==> src/rtl/mux_arb_pkg.sv <==
// Shared arbiter package: FSM state encoding and index helpers.
// Also used by the other arbiters in the library.
package mux_arb_pkg;

   // Widest request vector the helpers accept.
   localparam int unsigned MAX_REQ   = 32;
   localparam int unsigned MAX_IDX_W = 5;

   typedef enum logic {
      ST_IDLE  = 1'b0,
      ST_GRANT = 1'b1
   } arb_state_e;

   // Binary index of the set bit of a one-hot vector (0 for an all-zero vector).
   function automatic int unsigned onehot_to_idx(input logic [MAX_REQ-1:0] oh);
      int unsigned idx;
      idx = 0;
      for (int unsigned i = 0; i < MAX_REQ; i++) begin
         if (oh[MAX_IDX_W'(i)]) begin
            idx = idx | i;
         end
      end
      return idx;
   endfunction

   // Port visited 'offset' steps after 'base' in a ring of n ports.
   function automatic int unsigned rr_index(input int unsigned base,
                                            input int unsigned offset,
                                            input int unsigned n);
      return (base + offset) % n;
   endfunction

endpackage

==> src/rtl/mux_n1.sv <==
// NREQ:1 data mux built as a tree of 2:1 select stages.
// Leaves beyond NREQ (non power-of-two NREQ) read as zero.
module mux_n1 #(
   parameter int unsigned NREQ = 4,
   parameter int unsigned DW   = 8,
   parameter int unsigned SELW = $clog2(NREQ)
) (
   input  logic [NREQ*DW-1:0] data_i,
   input  logic [SELW-1:0]    sel_i,
   output logic [DW-1:0]      data_o
);

   localparam int unsigned LEAVES = 1 << SELW;

   logic [DW-1:0] node [LEAVES];

   // Reduce the leaves in place, one select bit per tree level (LSB at the leaves).
   always_comb begin
      for (int unsigned i = 0; i < LEAVES; i++) begin
         node[SELW'(i)] = (i < NREQ) ? data_i[i*DW +: DW] : '0;
      end
      for (int unsigned s = 0; s < SELW; s++) begin
         for (int unsigned j = 0; j < (LEAVES >> (s + 1)); j++) begin
            node[SELW'(j)] = (((sel_i >> s) & SELW'(1)) != '0) ? node[SELW'(2*j + 1)]
                                                                : node[SELW'(2*j)];
         end
      end
      data_o = node[0];
   end

endmodule

==> src/rtl/mux_rr_arbiter.sv <==
// Round-robin arbiter sharing one NREQ:1 mux among NREQ requesters,
// with a valid/ready handshake toward a single consumer.
// Optional: define MUX_ARB_LOCK_EN to add the lock[NREQ] input, which keeps
// a grant across back-to-back accepted beats while lock[sel] is held.
module mux_rr_arbiter
   import mux_arb_pkg::*;
#(
   parameter  int unsigned NREQ = 4,
   parameter  int unsigned DW   = 8,
   localparam int unsigned SELW = $clog2(NREQ)
) (
   input  logic              clk,
   input  logic              rst,
   input  logic [NREQ-1:0]   req,
   input  logic [NREQ*DW-1:0] in_data,
`ifdef MUX_ARB_LOCK_EN
   input  logic [NREQ-1:0]   lock,
`endif
   output logic [NREQ-1:0]   ack,
   output logic [NREQ-1:0]   gnt,
   output logic [SELW-1:0]   sel,
   output logic              out_valid,
   input  logic              out_ready,
   output logic [DW-1:0]     out_data,
   output logic              busy
);

   arb_state_e      state_q, state_d;
   logic [NREQ-1:0] gnt_q, gnt_d;
   logic [SELW-1:0] sel_q, sel_d;
   logic [SELW-1:0] last_q, last_d;
   logic            valid_q, valid_d;

   logic [NREQ-1:0] win_oh;
   logic            win_found;
   logic [SELW-1:0] win_idx;
   logic            lock_hold;
   logic [DW-1:0]   mux_data;

`ifdef MUX_ARB_LOCK_EN
   assign lock_hold = lock[sel_q];
`else
   assign lock_hold = 1'b0;
`endif

   // Round-robin pick: first requester after the last winner, wrapping around.
   always_comb begin
      win_oh    = '0;
      win_found = 1'b0;
      for (int unsigned k = 1; k <= NREQ; k++) begin
         if (!win_found && req[SELW'(rr_index(32'(last_q), k, NREQ))]) begin
            win_found = 1'b1;
            win_oh[SELW'(rr_index(32'(last_q), k, NREQ))] = 1'b1;
         end
      end
   end

   assign win_idx = SELW'(onehot_to_idx(MAX_REQ'(win_oh)));

   // Next-state logic: arbitrate in IDLE, hold the grant until accept or abort.
   always_comb begin
      state_d = state_q;
      gnt_d   = gnt_q;
      sel_d   = sel_q;
      last_d  = last_q;
      valid_d = valid_q;
      case (state_q)
         ST_IDLE: begin
            if (win_found) begin
               state_d = ST_GRANT;
               gnt_d   = win_oh;
               sel_d   = win_idx;
               last_d  = win_idx;
               valid_d = 1'b1;
            end
         end
         ST_GRANT: begin
            if (out_ready) begin
               if (!lock_hold) begin
                  state_d = ST_IDLE;
                  gnt_d   = '0;
                  valid_d = 1'b0;
               end
            end else if (!req[sel_q]) begin
               // Requester withdrew before the sink accepted: drop silently.
               state_d = ST_IDLE;
               gnt_d   = '0;
               valid_d = 1'b0;
            end
         end
         default: begin
            state_d = ST_IDLE;
            gnt_d   = '0;
            valid_d = 1'b0;
         end
      endcase
   end

   // State and grant registers; reset gives port 0 first priority.
   always_ff @(posedge clk or posedge rst) begin
      if (rst) begin
         state_q <= ST_IDLE;
         gnt_q   <= '0;
         sel_q   <= '0;
         last_q  <= SELW'(NREQ - 1);
         valid_q <= 1'b0;
      end else begin
         state_q <= state_d;
         gnt_q   <= gnt_d;
         sel_q   <= sel_d;
         last_q  <= last_d;
         valid_q <= valid_d;
      end
   end

   mux_n1 #(
      .NREQ (NREQ),
      .DW   (DW),
      .SELW (SELW)
   ) u_mux (
      .data_i (in_data),
      .sel_i  (sel_q),
      .data_o (mux_data)
   );

   // Ack is only possible while a grant is held, so it never appears without out_valid.
   assign ack       = gnt_q & {NREQ{out_ready}};
   assign gnt       = gnt_q;
   assign sel       = sel_q;
   assign out_valid = valid_q;
   assign out_data  = valid_q ? mux_data : '0;
   assign busy      = (state_q != ST_IDLE);

endmodule

==> config.mk <==
export PLATFORM = sky130hd
export DESIGN_NAME = mux_rr_arbiter
export DESIGN_NICKNAME = d
export VERILOG_FILES = /design/src/rtl/mux_arb_pkg.sv /design/src/rtl/mux_n1.sv /design/src/rtl/mux_rr_arbiter.sv
export SDC_FILE = /design/constraint.sdc
export NUM_CORES = 1
export LEC_CHECK = 0
export CAP_MARGIN = 20
export CELL_PAD_IN_SITES_DETAIL_PLACEMENT = 1
export CELL_PAD_IN_SITES_GLOBAL_PLACEMENT = 1
export CORE_UTILIZATION = 25
export CTS_CLUSTER_DIAMETER = 100
export DETAILED_ROUTE_END_ITERATION = 8
export PLACE_DENSITY = 0.74
export SLEW_MARGIN = 10
export SYNTH_ARGS = -nofsm -noshare
export SYNTH_HDL_FRONTEND = slang
export SYNTH_SLANG_ARGS = --single-unit
==> constraint.sdc <==
create_clock -name clk -period 2.2 [get_ports clk]
set_input_delay 0.55 -clock clk [delete_from_list [all_inputs] [get_ports clk]]
set_output_delay 0.55 -clock clk [all_outputs]
set_load 0.02 [all_outputs]
==> flow_summary_export.csv, run 1 <==
group,metric,value,unit
run,cap_violations,0,
place,place_inst,223,
final_layout,instances_no_fill,228,
global_routing,grt_pass1_wl,5780,µm
place,dp_hpwl,3010,µm
clock_tree,cts_buffer_depth,2,
worst_hold_path,hp-class,"reg -> reg",
sta,holdWs,0.516,ns
power,power_leakage,0.877,nW
final_layout,nets,226,
sta,setup_viol_count_final,0,
sta,final.period_utilization,0.972,
critical_path,worst_setup_path_end_kind,"output pin",
global_routing,top_usage_layer,"met2",
route,vias,1191,
status,status,"complete, no violations",
global_routing,globalRouteMet1Util,0.191,
sta,finalCriticalPeriod,2.14,ns
global_routing,first_global_vias,1195,
final_layout,fin_area,1880,µm²
floorplan,initial_core_util,0.262,
synth,netlist_instances,104,
route,routed_wl,3790,µm
final_layout,area_delta_synth_final,78.2,%
floorplan,rows,23,
global_routing,grt_usage,0.174,
global_routing,grt_overflow_total,0,
global_routing,grtUsageMet2,0.321,
synth,synth_area,1060,µm²
synth,yosysTopAreaCell,"mux4_2",
floorplan,die_h,67.0,µm
critical_path,cp.required,1.65,ns
sta,tightest_slew,0.409,ns
critical_path,critical_path_class,"reg -> out",
route,final_antenna_net_count,0,
synth,synth_nets,151,
floorplan,core,4030,µm²
clock_tree,clkSinkCount,10,
global_routing,antenna_found_initial,0,
power,power,2.47,mW
global_routing,grt_start_max_net_pins,11,
synth,synth_top_cell_area_share,0.235,
final_layout,regArea,253,µm²
synth,synth.avg_cell_area,10.2,µm²
sta,max_freq,0.467,GHz
final_layout,drive_gt1_frac,0.320,
route,first_iter_violations,36,
sta,fin_ws,0.0609,ns
clock_tree,cts_max_level,1,
critical_path,arrival,1.59,ns
synth,ys_ff_latch,10,
sta,fin_setup_tns,0,ns
clock_tree,numCtsBuffers,3,
clock_tree,clk_pin_slew,0.05,ns
sta,slew_violations,0,
floorplan,die_w,67.0,µm
final_layout,num_antenna_cells,0,
place,gp_congestion,0.832,
floorplan,dieArea,4490,µm²
route,avgRoutedWirePerCell,16.6,µm
synth,synth_cell_types,30,
sta,hold_viol,0,
synth,synth_area_leaders,"mux4_2 (23%), dfrtp_1 (19%), ha_1 (9.5%)",
final_layout,final_common_cell,"dlygate4sd2_1",
clock_tree,cts-root-buf,"clkbuf_8",
clock_tree,insertion_delay,0.23,ns
place,io_buffers,58,
final_layout,fillers,464,
final_layout,final_cell_mix,"dlygate4sd2_1 (36), buf_4 (16), mux4_2 (11), nand2_1 (11), clkdlybuf4s50_1 (10)",
global_routing,grt_util_met3,0.0428,
final_layout,post-route-util,0.467,
synth,yosysSeqAreaShare,0.239,
place,pre_cts_slack,-0.521,ns
power,p_per_area,1310,nW/µm²
clock_tree,tritoncts,"done",
place,place_area,1810,µm²
sta,fin_skew,0.00211,ns
critical_path,critPathMaxFanout,10,
sta,slew_headroom,0.727,
critical_path,start_kind,"flip-flop",
route,vias_per_cell,5.22,
final_layout,multi_input_area,801,µm²
route,drc,0,
floorplan,io_pins,59,
power,ir_worst_vdd,0.546,mV
synth,yosys_warnings,0,
route,first_pass_iters,4,
-- synth_stat cells (all sizes together) --
| library cell | instances |
|---|---|
| a22oi | 2 |
| clkbuf | 3 |
| a32oi | 3 |
| or3b | 1 |
| dfrtp | 8 |
| nand3b | 5 |
| dfstp | 2 |
| nor2 | 4 |
| a2111o | 1 |
| a21oi | 8 |
| o21ai | 6 |
| nor3b | 2 |
| mux2i | 1 |
| a211oi | 2 |
| nor2b | 1 |
| ha | 8 |
| inv | 4 |
| a211o | 1 |
| mux4 | 11 |
| a221oi | 2 |
| nor4 | 1 |
| nand2 | 12 |
| or2 | 1 |
| and2 | 12 |
| nor3 | 1 |
| buf | 2 |
-- power by group --
part	total (mW)	internal [mW]	switching, mW
combinational	1.85	0.961	0.886
clock	0.229	0.157	0.0714
sequential	0.390	0.278	0.112
-- routing by layer --
metal / share of wire / wire, µm / vias up
met2: 0.50 / 1910 / 58
met4: 0.017 / 65 / 0
met3: 0.11 / 433 / 6
li1: - / - / 542
met5: 0 / 0 / -
met1: 0.36 / 1380 / 585
-- state kept, by name, summed over array words and instances (netlist names) --
register,cells
gnt,4
last_q,2
sel,2
busy,1
out_valid,1
-- path summary, 6_finish.rpt --
path	startpoint	to	slack, ns	cells after the start
min reg2reg	gnt[2]	gnt[2]	0.52	2
max in group asynchronous	rst	last_q[1]	1.28	2
max reg2reg	last_q[0]	last_q[0]	0.10	6
max	sel[0]	out_data[1]	0.06	4
min	gnt[2]	gnt[2]	0.52	2
min in group asynchronous	rst	out_valid	0.60	2
-- critical path, stage by stage, from the launching register on --
cell and delay (ns):
dfrtp_1 0.37, buf_12 0.15, mux4_2 0.52, and2_4 0.18, buf_6 0.12
-- layout make-up --
class	count	area share
Clock buffer	4	0.0293
Inverter	4	0.00798
Sequential cell	10	0.134
Multi-Input combinational cell	85	0.426
Timing Repair Buffer	75	0.370
Tap cell	50	0.0332
-- logic make-up (layout without fill, tap and decap cells) --
| kind of cell | after synthesis | in the layout | share of synthesized area |
|---|---|---|---|
| AND/OR/NAND/NOR | 40 | 40 | 0.211 |
| multiplexers | 12 | 12 | 0.244 |
| buffers and inverters | 9 | 83 | 0.0355 |
| AO/OA/AOI/OAI | 25 | 25 | 0.175 |
| adder cells (fa/ha/maj) | 8 | 8 | 0.0948 |
| flip-flops | 10 | 10 | 0.239 |
-- timing repair --
item,in CTS,in global routing
pin swaps,1,1
hold endpoints to repair,0,0
buffers inserted,0,1
resized for setup,93,7
setup endpoints to repair,14,6
hold buffers,0,0
Power figures use the tool's default switching activity.
==> run 2, diff against run 1 <==
Settings changed: CELL_PAD_IN_SITES_DETAIL_PLACEMENT 1 to default, CELL_PAD_IN_SITES_GLOBAL_PLACEMENT 1 to default, CORE_UTILIZATION 25 to 35, GPL_TIMING_DRIVEN from default to 0, PLACE_DENSITY 0.74 to 0.75.
==> run 2 against run 1 <==
Against the previous run: the run now ends with DRC left; routed wire length fell by 14%; via count is 7.6% lower; maximum frequency down 1.2%; register-to-register slack about the same; largest power group unchanged; setup slack lost 0.026 ns; count of clock-buffer cells in the layout is the same; hold slack worse by 0.014 ns; critical path depth is the same; combinational power up 3%; clock power decreased by 30%; critical endpoint is now out_data[5].
==> flow_summary_export.csv, run 2 (synthesis gave the netlist of run 1 again) <==
group,metric,value,unit
status,status,"finished, violations left",
floorplan,die_w,56.9,µm
final_layout,nets,222,
status,violations,"DRC",
sta,fin_skew,0.00195,ns
clock_tree,numCtsBuffers,3,
route,first_pass_iters,6,
critical_path,cp.required,1.65,ns
worst_hold_path,hp-class,"reg -> reg",
route,first_iter_violations,47,
global_routing,top_usage_layer,"met2",
final_layout,final_cell_mix,"dlygate4sd2_1 (37), mux4_2 (11), nand2_1 (11)",
clock_tree,cts_buffer_depth,2,
global_routing,globalRouteMet1Util,0.202,
critical_path,critPathMaxFanout,4,
global_routing,grt_start_max_net_pins,11,
power,ir_worst_vdd,0.616,mV
place,io_buffers,57,
route,final_antenna_net_count,0,
floorplan,die_h,56.9,µm
global_routing,grt_usage,0.193,
route,avgRoutedWirePerCell,15.9,µm
floorplan,dieArea,3240,µm²
clock_tree,clk_pin_slew,0.06,ns
place,gp_congestion,0.798,
final_layout,fillers,254,
worst_hold_path,min_from,"gnt[1]",
critical_path,arrival,1.62,ns
clock_tree,clkSinkCount,10,
final_layout,area_delta_synth_final,70.7,%
place,place_inst,192,
clock_tree,tritoncts,"done",
clock_tree,insertion_delay,0.26,ns
final_layout,drive_gt1_frac,0.310,
critical_path,critical_path_class,"reg -> out",
floorplan,io_pins,59,
global_routing,grt_pass1_wl,4860,µm
final_layout,num_antenna_cells,0,
sta,finalCriticalPeriod,2.17,ns
sta,hold_viol,0,
final_layout,largest_reg_flops,4,
global_routing,grt_util_met3,0.0522,
critical_path,start_kind,"flip-flop",
power,power_leakage,0.831,nW
route,routed_wl,3250,µm
final_layout,instances_no_fill,205,
place,dp_hpwl,2480,µm
sta,final.period_utilization,0.984,
floorplan,rows,19,
route,vias,1101,
sta,tightest_slew,0.469,ns
floorplan,core,2810,µm²
critical_path,timing.rr.end,"sel[1]",
critical_path,reg2reg_slack,0.11,ns
global_routing,first_global_vias,1047,
place,place_area,1670,µm²
clock_tree,cts-root-buf,"clkbuf_4",
critical_path,worst_r2r_path_depth,7,
final_layout,fin_area,1800,µm²
sta,grt_setup_unrepaired,"true",
worst_hold_path,min_path_cells,2,
route,vias_per_cell,5.37,
global_routing,grtUsageMet2,0.380,
global_routing,grt_overflow_total,0,
worst_hold_path,min_delay_worst_endpoint,"gnt[1]",
sta,slew_violations,0,
run,cap_violations,0,
route,drc,20,
sta,setup_viol_count_final,0,
critical_path,reg2reg_from,"last_q[0]",
power,p_per_area,1350,nW/µm²
clock_tree,ctsHoldBuffers,0,
critical_path,worst_setup_path_end_kind,"output pin",
floorplan,initial_core_util,0.376,
clock_tree,cts_max_level,1,
sta,max_freq,0.462,GHz
sta,slew_headroom,0.685,
global_routing,antenna_found_initial,0,
final_layout,final_common_cell,"dlygate4sd2_1",
==> run 2: changes by cell type in the layout (fill, tap and decap cells not counted), sizes merged <==
| cell | change |
|---|---|
| clkbuf | +4 |
| buf | -7 |
| dlymetal6s2s | -2 |
| dlygate4sd2 | +1 |
==> run 2: through the flow <==
stage / setup TNS (ns) / setup slack [ns] / total power [mW] / hold slack, ns / util
global placement: -6.24 / -0.476 / 1.89 / 0.480 / 0.594
CTS: 0 / 0.00977 / 2.33 / 0.504 / 0.622
floorplan: 0 / 0.0508 / 1.39 / 0.389 / -
detailed placement: -6.49 / -0.475 / 1.94 / 0.490 / 0.594
global route: -0.0671 / -0.0202 / 2.60 / 0.542 / 0.643
finish: 0 / 0.0346 / 2.43 / 0.502 / 0.643
==> run 2: power by group <==
part | internal (mW) | total (mW) | leakage, nW | switching, mW
sequential | 0.280 | 0.369 | 0.120 | 0.0887
clock | 0.100 | 0.160 | 0.0210 | 0.0601
combinational | 1.01 | 1.90 | 0.690 | 0.889
==> run 2: per-layer routing <==
layer	up-vias	part of all wire
li1	537	-
met1	511	0.36
met2	49	0.52
met3	4	0.11
met4	0	0.0074
met5	-	0
==> run 2: how the worst max path moves through the flow <==
| stage | from | endpoint | slack [ns] | cells after the start |
|---|---|---|---|---|
| final | sel[0] | out_data[5] | 0.03 | 4 |
| after global routing | sel[0] | out_data[2] | -0.02 | 4 |
| after CTS | sel[0] | out_data[2] | 0.01 | 4 |
| after detailed placement | in_data[29] | out_data[5] | -0.47 | 4 |
| after global placement | in_data[29] | out_data[5] | -0.48 | 4 |
| after floorplan | last_q[0] | sel[0] | 0.05 | 8 |
==> run 2: critical path, cell delays in order, from the launching register on <==
cell and delay (ns):
dfrtp_2 0.42, clkbuf_16 0.16, mux4_2 0.48, and2_4 0.17, buf_6 0.12
==> run 2: cell type report <==
cell class | instances | area [µm²] | area share
buffer | 4 | 28.8 | 0.0160
multi-input combinational | 85 | 798 | 0.443
timing repair buffer | 67 | 632 | 0.350
tap | 31 | 38.8 | 0.0215
sequential | 10 | 254 | 0.141
clock buffer | 4 | 36.3 | 0.0201
inverter | 4 | 15.0 | 0.00833
==> run 2: timing repair <==
item,4_1_cts,5_1_grt
gates resized for setup,97,5
endpoints found under the setup margin,18,17
buffers inserted,7,2
pin swaps,1,1
cloned,0,1
